### src/rtl/exe_muldiv_if.sv
// Handshake/result bundle between the EX stage and the iterative mul/div unit.
interface exe_muldiv_if;
    logic        md_start;
    logic [1:0]  md_op;
    logic [31:0] src_a;
    logic [31:0] src_b;
    logic [63:0] hilo_out;
    logic        exe_stall;
    logic        md_done;

    modport master (
        output md_start, md_op, src_a, src_b,
        input  hilo_out, exe_stall, md_done
    );

    modport slave (
        input  md_start, md_op, src_a, src_b,
        output hilo_out, exe_stall, md_done
    );
endinterface

### src/rtl/exe_muldiv.sv
// Iterative MIPS32 multiply/divide unit: 32 iterations (one bit per cycle),
// fixed 33-cycle stall, result {HI,LO} registered on entry to DONE.
module exe_muldiv (
    input  logic          clk,
    input  logic          resetn,
    exe_muldiv_if.slave   bus
);
    localparam logic [1:0] IDLE = 2'd0;
    localparam logic [1:0] BUSY = 2'd1;
    localparam logic [1:0] DONE = 2'd2;

    logic [1:0]  state;
    logic [4:0]  cnt;
    logic        is_div;
    logic        neg_res;     // negate product / quotient
    logic        neg_rem;     // remainder takes dividend sign
    logic        div_zero;
    logic [31:0] raw_a;       // dividend as presented, for the divide-by-zero result
    logic [31:0] opnd;        // multiplicand (mul) or divisor (div) magnitude
    logic [31:0] acc_hi;      // partial product high half / partial remainder
    logic [31:0] acc_lo;      // multiplier bits / dividend bits shifting into quotient
    logic [63:0] hilo;

    // Launch-time operand conditioning: signed ops work on magnitudes.
    logic        is_signed;
    logic [31:0] mag_a, mag_b;
    assign is_signed = ~bus.md_op[0];
    assign mag_a     = (is_signed && bus.src_a[31]) ? (32'd0 - bus.src_a) : bus.src_a;
    assign mag_b     = (is_signed && bus.src_b[31]) ? (32'd0 - bus.src_b) : bus.src_b;

    // One shift-add multiply step: add multiplicand if the current multiplier bit is set.
    logic [32:0] mul_sum;
    logic [63:0] mul_next;
    assign mul_sum  = {1'b0, acc_hi} + (acc_lo[0] ? {1'b0, opnd} : 33'd0);
    assign mul_next = {mul_sum, acc_lo[31:1]};

    // One restoring divide step: shift in the next dividend bit, subtract if it fits.
    logic [32:0] div_shift, div_sub;
    logic        div_ge;
    logic [31:0] rem_next, quo_next;
    assign div_shift = {acc_hi, acc_lo[31]};
    assign div_ge    = div_shift >= {1'b0, opnd};
    assign div_sub   = div_shift - {1'b0, opnd};
    assign rem_next  = div_ge ? div_sub[31:0] : div_shift[31:0];
    assign quo_next  = {acc_lo[30:0], div_ge};

    // Final sign fix-up, applied to the values produced by the last iteration.
    logic [63:0] mul_fix, div_fix;
    assign mul_fix = neg_res ? (64'd0 - mul_next) : mul_next;
    assign div_fix = div_zero ? {raw_a, 32'hFFFF_FFFF}
                   : {(neg_rem ? (32'd0 - rem_next) : rem_next),
                      (neg_res ? (32'd0 - quo_next) : quo_next)};

    // Sequencer and datapath registers.
    always_ff @(posedge clk) begin
        if (!resetn) begin
            state    <= IDLE;
            cnt      <= 5'd0;
            is_div   <= 1'b0;
            neg_res  <= 1'b0;
            neg_rem  <= 1'b0;
            div_zero <= 1'b0;
            raw_a    <= 32'd0;
            opnd     <= 32'd0;
            acc_hi   <= 32'd0;
            acc_lo   <= 32'd0;
            hilo     <= 64'd0;
        end else begin
            case (state)
                IDLE: if (bus.md_start) begin
                    state    <= BUSY;
                    cnt      <= 5'd0;
                    is_div   <= bus.md_op[1];
                    neg_res  <= is_signed & (bus.src_a[31] ^ bus.src_b[31]);
                    neg_rem  <= is_signed & bus.src_a[31];
                    div_zero <= bus.md_op[1] & (bus.src_b == 32'd0);
                    raw_a    <= bus.src_a;
                    acc_hi   <= 32'd0;
                    if (bus.md_op[1]) begin
                        opnd   <= mag_b;
                        acc_lo <= mag_a;
                    end else begin
                        opnd   <= mag_a;
                        acc_lo <= mag_b;
                    end
                end
                BUSY: begin
                    cnt <= cnt + 5'd1;
                    if (is_div) begin
                        acc_hi <= rem_next;
                        acc_lo <= quo_next;
                    end else begin
                        acc_hi <= mul_next[63:32];
                        acc_lo <= mul_next[31:0];
                    end
                    if (cnt == 5'd31) begin
                        state <= DONE;
                        hilo  <= is_div ? div_fix : mul_fix;
                    end
                end
                default: state <= IDLE;  // DONE never relaunches, even with md_start high
            endcase
        end
    end

    assign bus.hilo_out  = hilo;
    assign bus.md_done   = (state == DONE);
    assign bus.exe_stall = (state == BUSY) | ((state == IDLE) & bus.md_start);
endmodule

### src/flat_wrapper.sv
// flat-port wrapper written by rule: the top's interface ports become plain ports
module exe_muldiv_flat 
  (clk, resetn, bus_md_start, bus_md_op, bus_src_a, bus_src_b, bus_hilo_out, bus_exe_stall, bus_md_done);
  exe_muldiv_if bus_i ();
  input  logic clk;
  input  logic resetn;
  input wire logic [$bits(bus_i.md_start)-1:0] bus_md_start;
  input wire logic [$bits(bus_i.md_op)-1:0] bus_md_op;
  input wire logic [$bits(bus_i.src_a)-1:0] bus_src_a;
  input wire logic [$bits(bus_i.src_b)-1:0] bus_src_b;
  output wire logic [$bits(bus_i.hilo_out)-1:0] bus_hilo_out;
  output wire logic [$bits(bus_i.exe_stall)-1:0] bus_exe_stall;
  output wire logic [$bits(bus_i.md_done)-1:0] bus_md_done;
  assign bus_i.md_start = bus_md_start;
  assign bus_i.md_op = bus_md_op;
  assign bus_i.src_a = bus_src_a;
  assign bus_i.src_b = bus_src_b;
  assign bus_hilo_out = bus_i.hilo_out;
  assign bus_exe_stall = bus_i.exe_stall;
  assign bus_md_done = bus_i.md_done;
  exe_muldiv u_core (.clk(clk), .resetn(resetn), .bus(bus_i));
endmodule
### config.mk
export PLATFORM = sky130hd
export DESIGN_NAME = exe_muldiv_flat
export DESIGN_NICKNAME = d
export VERILOG_FILES = /design/src/rtl/exe_muldiv_if.sv /design/src/rtl/exe_muldiv.sv /design/src/flat_wrapper.sv
export SDC_FILE = /design/constraint.sdc
export NUM_CORES = 1
export LEC_CHECK = 0
export ABC_CLOCK_PERIOD_IN_PS = 10150
export CORE_MARGIN = 2
export CORE_UTILIZATION = 61
export DETAILED_ROUTE_END_ITERATION = 12
export PLACE_DENSITY_LB_ADDON = 0.15
export SYNTH_ARGS = -nofsm -noshare
export SYNTH_HDL_FRONTEND = slang
export SYNTH_SLANG_ARGS = --single-unit
### constraint.sdc
create_clock -name clk -period 10.15 [get_ports clk]
set_clock_uncertainty 0.1 [all_clocks]
set_input_delay 2.5375 -clock clk [delete_from_list [all_inputs] [get_ports clk]]
set_output_delay 2.5375 -clock clk [all_outputs]
set_load 0.005 [all_outputs]
* Yosys cells after proc, flatten, opt, wreduce, memory -nomap -nowiden
Cells that the tools add are included.
** Cells by class
- $add $sub $neg :: 8
- $lt $le $gt $ge :: 1
- Equal/unequal tests :: 5
- Mux-type cells :: 22
- Bitwise logic cells :: 7
- Reductions and logical operators :: 9
** Operators by type and width (count)
- 2-to-1 mux 32 bit :: 12
- 2-to-1 mux 64 bit :: 3
- case mux 32 bit (2 select lines) :: 2
- subtractor 1 x 32 -> 32 bit (first input constant) :: 4
- subtractor 1 x 64 -> 64 bit (first input constant) :: 1
- adder 32 x 32 -> 33 bit :: 1
- >= comparator 33 x 32 -> 1 bit :: 1
- logical NOT 32 bit :: 1
- subtractor 32 bit :: 1
- case mux 5 bit (2 select lines) :: 1
- AND reduction 2 bit :: 4
- adder 5 x 1 -> 5 bit (second input constant) :: 1
- == test 5 bit (second input constant) :: 1
- 2-to-1 mux 5 bit :: 1
- AND 1 bit :: 4
- 2-to-1 mux 2 bit :: 2
- case mux 2 bit (2 select lines) :: 1
- == test 2 x 1 -> 1 bit (second input constant) :: 1
- == test 2 bit (second input constant) :: 1
- logical AND 1 bit :: 2
- logical NOT 2 bit :: 1
- inequality test 2 x 1 -> 1 bit (second input constant) :: 1
- inequality test 2 bit (second input constant) :: 1
- nonzero test 2 bit :: 1
- 3 further kinds :: 3
** Word-level totals
- Bits in registers :: 203
- Bits of input ports :: 69
- Output and inout port bits :: 66
- Logic and storage cells :: 63

* Longest topological paths before layout
Gate-level depths: netlist (run 1).
- Depth in word-level cells :: 6
- Mapped depth :: 24

* Least setup slack after synthesis (run 1)
No wires, ideal clock.
- Path kind :: input to output
- Start :: input bus_md_start
- End :: output bus_exe_stall
- Data arrival time :: 3320 ps
- Required time :: 7513 ps
- Setup slack :: 4193 ps
- Cell stages on the path :: 4
- Buffers on the path :: 1
- Path through :: and2_1 > nor2_1 > clkbuf_1 > inv_1
** Between the ends
- Cells in the longest elaborated chain, start to end :: 2
** Ends and longest elaborated chain
- start, declared :: RTL line flat_wrapper.sv:7 : input wire logic [$bits(bus_i.md_start)-1:0] bus_md_start;
- AND 1 bit :: RTL line exe_muldiv.sv:108 : assign bus.exe_stall = (state == BUSY) | ((state == IDLE) & bus.md_start);
- bitwise OR 1 bit :: RTL line exe_muldiv.sv:108
- end, declared :: RTL line flat_wrapper.sv:12 : output wire logic [$bits(bus_i.exe_stall)-1:0] bus_exe_stall;
Every way passes these cells.

* Final worst setup path (run 1)
Same ends and word-level chain as after synthesis.

==> results of run 1 <==
layer usage:
layer / vias to the layer above / global-route usage / routed length [um]
met3: 289 / 0.134 / 11400
met1: 9941 / 0.619 / 28900
met2: 1757 / 0.662 / 30700
met4: 0 / 0.215 / 4370
li1: 9526 / - / -
met5: - / 0 / 0
flip-flops by register name, summed over array words and instances (netlist names), 2 cells and up:
| signal | cells |
|---|---|
| u_core.bus.hilo_out | 64 |
| u_core.acc_hi | 32 |
| u_core.acc_lo | 32 |
| u_core.opnd | 32 |
| u_core.raw_a | 32 |
| u_core.cnt | 5 |
| u_core.state | 2 |
where the power goes:
| group | switching (mW) | internal (mW) | leakage (nW) | total (mW) |
|---|---|---|---|---|
| sequential | 0.0614 | 0.832 | 1.65 | 0.894 |
| clock | 0.375 | 0.526 | 0.388 | 0.901 |
| combinational | 0.660 | 0.336 | 5.33 | 0.996 |
| total | 1.10 | 1.69 | 7.37 | 2.79 |
path summary, 6_finish.rpt:
kind | to | depth (start not counted)
min reg2reg | u_core.bus.hilo_out[27] | 2
max | bus_exe_stall | 7
min | u_core.bus.hilo_out[27] | 2
max reg2reg | u_core.bus.hilo_out[62] | 17
worst reg2reg max path, delay by kind of cell, from the launching register on:
family	cells	cell delay [ns]
buffers and inverters	1	0.09
adder cells (fa/ha/maj)	2	0.67
AO/OA/AOI/OAI	8	2.21
multiplexers	1	0.58
AND/OR/NAND/NOR	5	2.37
flip-flops	1	0.46
per-stage QoR:
step | setup WS (ns) | util | instances | total power [mW] | cell area [um2]
3_3_place_gp | 2.79 | 0.663 | 2972 | 1.83 | 19800
6_report | 2.78 | 0.690 | 3014 | 2.79 | 20600
2_1_floorplan | 4.19 | - | 2639 | 1.55 | 18600
3_5_place_dp | 2.78 | 0.663 | 2972 | 1.85 | 19800
5_1_grt | 2.68 | 0.690 | 3013 | 2.86 | 20600
4_1_cts | 2.78 | 0.690 | 3013 | 2.73 | 20600
area by class of cell:
cell class	instances	area, um2	share of cell area
antenna	1	2.50	0.000122
clock buffer	30	643	0.0313
clock inverter	11	155	0.00755
inverter	78	295	0.0144
multi-input combinational	2147	13400	0.653
sequential	203	4070	0.198
tap	390	488	0.0237
timing repair buffer	154	1490	0.0723
cell families after synthesis:
group	after synthesis	synth area share
AO/OA/AOI/OAI	830	0.294
XOR/XNOR	189	0.0891
AND/OR/NAND/NOR	981	0.248
adder cells (fa/ha/maj)	73	0.0500
flip-flops	203	0.219
buffers and inverters	289	0.0603
multiplexers	74	0.0408
synth_stat cells, types with 15 or more instances:
cell type / number
a211oi_1: 107
o21ai_0: 142
o211ai_1: 51
o41ai_1: 15
ha_1: 71
nor2_1: 291
nor2b_1: 24
or4_1: 20
a21oi_1: 253
xor2_1: 51
o21a_1: 21
a21o_1: 21
clkbuf_1: 180
a31oi_1: 26
and2_1: 26
nand4_1: 24
and3_1: 17
nor4_1: 33
or2_2: 16
o31ai_1: 32
nand3_1: 51
nor3_1: 62
o221ai_1: 31
nand2b_1: 19
nand2_1: 330
inv_1: 74
xnor2_1: 138
or3_1: 26
mux2i_1: 61
dfxtp_1: 203
==> impl_metrics.yaml, run 1 <==
cells_and_area:
  num-fill-cells: 2497
  area_growth_pct: 10.7
  drive_above_1_share: 0.0461
  final_common_cell: "nand2_1"
  final_cell_mix: "nand2_1, nor2_1, a21oi_1, dfxtp_1, o21ai_0"
  nNetsFinal: 2750
die:
  die-area_mm2: 0.0319
  start_util: 0.623
  die-width_um: 179
  row_count: 63
  pin_count: 135
  coreArea_mm2: 0.0298
  die_y_um: 179
global_routing:
  grt_max_degree: 106
  grt_pass1_vias: 18969
  grtUsageTotal: 0.457
  antenna_found_initial: 2
  grt_pass1_wl_um: 112000
  grt_remaining_overflow: 0
clocking:
  cts.path.max_buffers: 3
  cts_resized: 0
  cts.sinks: 203
  cts_setup_buffers: 0
  ctsHoldBuffers: 0
  cts_tree: "built"
  clock_latency_ns: 0.54
  clkTransAtPathRegs_ns: 0.07
  cts_inserted_buffers: 24
  clockRootBuffer: "clkbuf_16"
  htreeDepth: 1
setup_path:
  path_buf_inv: 5
  criticalPathCategory: "in -> out"
  critical_path_required_ns: 7.51
  critical_path.max_stage_delay_ns: 0.54
  critPathTopFamily: "buffers and inverters"
  crit_slowest_cell: "buf_4"
  cp-end-kind: "output pin"
  start_kind: "primary input"
  crit_chain: "clkdlybuf4s50_1 > and2_2 > buf_4 > nor2_2 > buf_4 > inv_1 > clkdlybuf4s50_1"
  path_max_fanout: 65
  reg2reg_from: "u_core.acc_hi[21]"
  r2r_slack_ns: 3.60
  crit_start: "bus_md_start"
  arrival_ns: 4.74
status:
  status: "finished clean"
logic_synthesis:
  yosysWarnings: 0
  syn_avg_cell_area_um2: 7.04
  post_synth_num_cell_types: 97
  syn_inst: 2639
  synth_nets: 2781
  seq_area_frac_synth: 0.219
  ys_seq_elements: 203
  synth_top_cell_by_area: "dfxtp_1"
  synth-edff-count: 0
  synth_area_mm2: 0.0186
  yosysTopAreaCellShare: 0.219
  synthTopCellsByArea: "dfxtp_1, a21oi_1, nand2_1"
  async_reset_ff_frac: 0
  synth-main-ff-cell: "dfxtp_1"
min_path:
  min_from: "u_core.bus.hilo_out[27]"
  hp-class: "reg -> reg"
pwr:
  pwr_density_cell_mw_per_mm2: 136
  ir_worst_vdd_v: 0.000128
  p_leak_nw: 7.37
timing:
  clock.fmax_ghz: 0.136
  relSlewSlack: 0.129
  setup-violations-final: 0
  rsz0062_at_grt: "false"
  finalHoldViolCount: 0
  slew_violations: 0
  fin_setup_tns_ns: 0
  worstMarginPinSlew_ns: 1.30
  fin_crit_ns: 7.37
  fin_crit_sh: 0.727
  whs_ns: 0.351
route:
  vias_per_cell: 7.14
  num_vias: 21513
  drt.antenna.violating_nets: 0
  routedWlPerCell_um: 25.0
  drt_iter0_drc: 3678
  routed_wirelength_um: 75400
  dr.pass1.iters: 6
  post-route-drc-count: 0
placement:
  gp_congestion: 1.07
  numPortBuffers: 134
  hpwl_um: 55900
run:
  maxCapViolations: 0
Note: power is estimated with default switching activity, not from simulation.
==> run 2: changes to the inputs <==
- ABC_CLOCK_PERIOD_IN_PS: 10150 -> 7600
- clock period: 10.15 -> 7.6 ns (I/O delays scaled with it)
==> impl_metrics.yaml, run 2 (synthesis gave the netlist of run 1 again) <==
status:
  status: "finished clean"
placement:
  placed_cells: 2978
  gp_congestion: 1.06
  pre_cts_ws_ns: 1.36
  hpwl_um: 54700
  numPortBuffers: 134
route:
  routedWlPerCell_um: 24.4
  drt.antenna.violating_nets: 0
  vias_per_cell: 7.10
  post-route-drc-count: 0
  routed_wirelength_um: 73700
  drt_iter0_drc: 3846
  num_vias: 21447
  dr.pass1.iters: 8
setup_path:
  start_kind: "flop"
  critical_path_required_ns: 7.94
  critical_path.max_stage_delay_ns: 0.70
  crit_slowest_cell: "nor4_1"
  crit_chain: "inv_1 > ha_1 > nand2_1 > nor2_1 > nand3_1 > a2111o_1 > nand3_4 > mux2i_1 > ha_1 > inv_1 > a311oi_1 > nor4bb_1 > nand4_1 > a2111o_1 > nor4_1 > a211oi_1 > o21ai_0 > a31oi_1"
  criticalPathCategory: "reg -> reg"
  path_max_fanout: 8
  reg2reg_depth: 18
  cp-end-kind: "flop"
  crit_end: "u_core.bus.hilo_out[62]"
  r2r_slack_ns: 1.04
  crit_start: "u_core.opnd[19]"
  arrival_ns: 6.89
  r2r_end: "u_core.bus.hilo_out[62]"
  reg2reg_from: "u_core.opnd[19]"
global_routing:
  grt_pass1_vias: 18684
  grt_max_degree: 90
  antenna_found_initial: 1
  grt_pass1_wl_um: 109000
  grtUsageTotal: 0.445
  grt_remaining_overflow: 0
die:
  coreArea_mm2: 0.0298
  die_y_um: 179
  die-area_mm2: 0.0319
  start_util: 0.623
  die-width_um: 179
  pin_count: 135
  row_count: 63
timing:
  worst_slack_ns: 1.04
  rsz0062_at_grt: "false"
  fin_setup_tns_ns: 0
  finalHoldViolCount: 0
  worstMarginPinSlew_ns: 1.34
  relSlewSlack: 0.0971
  slew_violations: 0
  whs_ns: 0.351
  fin_crit_ns: 6.56
  clock.fmax_ghz: 0.153
  fin_crit_sh: 0.863
  setup-violations-final: 0
cells_and_area:
  final_common_cell: "nand2_1"
  largest_reg_flops: 64
  area_growth_pct: 11.3
  drive_above_1_share: 0.0505
  diodes: 0
  final_cell_mix: "nand2_1, nor2_1, a21oi_1, dfxtp_1, o21ai_0"
  nNetsFinal: 2756
  fin_cells: 3022
clocking:
  cts_tree: "built"
  cts.path.max_buffers: 3
  cts_resized: 0
  cts_inserted_buffers: 24
  clockRootBuffer: "clkbuf_16"
  cts_setup_buffers: 0
  htreeDepth: 1
  clock_latency_ns: 0.56
  cts.sinks: 203
  ctsHoldBuffers: 0
  clkTransAtPathRegs_ns: 0.07
min_path:
  hp-class: "reg -> reg"
pwr:
  ir_worst_vdd_v: 0.000161
  p_leak_nw: 7.44
  pwr_density_cell_mw_per_mm2: 185
run:
  maxCapViolations: 0
## run 2: changes by cell type in the layout (fill, tap and decap cells not counted), moves of 2 or more
cell,delta
buf_4,+6
clkbuf_8,+4
clkbuf_1,-3
inv_6,+3
clkinv_4,-2
## run 2: cell type report
| class | count | area [um2] |
|---|---|---|
| Clock buffer | 31 | 687 |
| Sequential cell | 203 | 4070 |
| Clock inverter | 13 | 196 |
| Fill cell | 2489 | 9110 |
| Inverter | 78 | 295 |
| Tap cell | 390 | 488 |
| Multi-Input combinational cell | 2147 | 13400 |
| Timing Repair Buffer | 160 | 1530 |
## run 2: worst max-delay path, delay by kind of cell (launching register included)
kind / cells / cell delay [ns]
adder cells (fa/ha/maj): 2 / 0.78
AND/OR/NAND/NOR: 7 / 2.62
buffers and inverters: 2 / 0.29
multiplexers: 1 / 0.32
AO/OA/AOI/OAI: 6 / 1.83
flip-flops: 1 / 0.52
## run 2: how the worst min path moves through the flow
stage,startpoint,end,slack (ns),depth (start not counted)
final,u_core.bus.hilo_out[29],u_core.bus.hilo_out[29],0.35,2
after global routing,u_core.bus.hilo_out[2],u_core.bus.hilo_out[2],0.37,2
after CTS,u_core.bus.hilo_out[23],u_core.bus.hilo_out[23],0.35,2
after detailed placement,u_core.bus.hilo_out[23],u_core.bus.hilo_out[23],0.34,2
after global placement,u_core.bus.hilo_out[12],u_core.bus.hilo_out[12],0.34,2
after floorplan,u_core.opnd[10],u_core.opnd[10],0.33,2
## run 2: power by group
part	switching (mW)	internal (mW)	total [mW]	leakage, nW
Combinational	0.876	0.449	1.33	5.35
Sequential	0.0853	1.11	1.20	1.65
Clock	0.519	0.780	1.30	0.429
Total	1.48	2.34	3.82	7.44
## run 2: per-layer routing
layer,global-route usage,vias to the layer above,wire length (um)
met2,0.636,1735,29600
li1,-,9536,-
met3,0.117,265,11500
met5,0,-,0
met4,0.212,0,3900
met1,0.617,9911,28700
## run 2: per-stage QoR
step	util	cell area [um2]	power [mW]
final	0.694	20700	3.82
after global routing	0.694	20700	3.93
after CTS	0.694	20700	3.74
after detailed placement	0.665	19800	2.47
after global placement	0.665	19800	2.45
after floorplan	-	18600	2.07
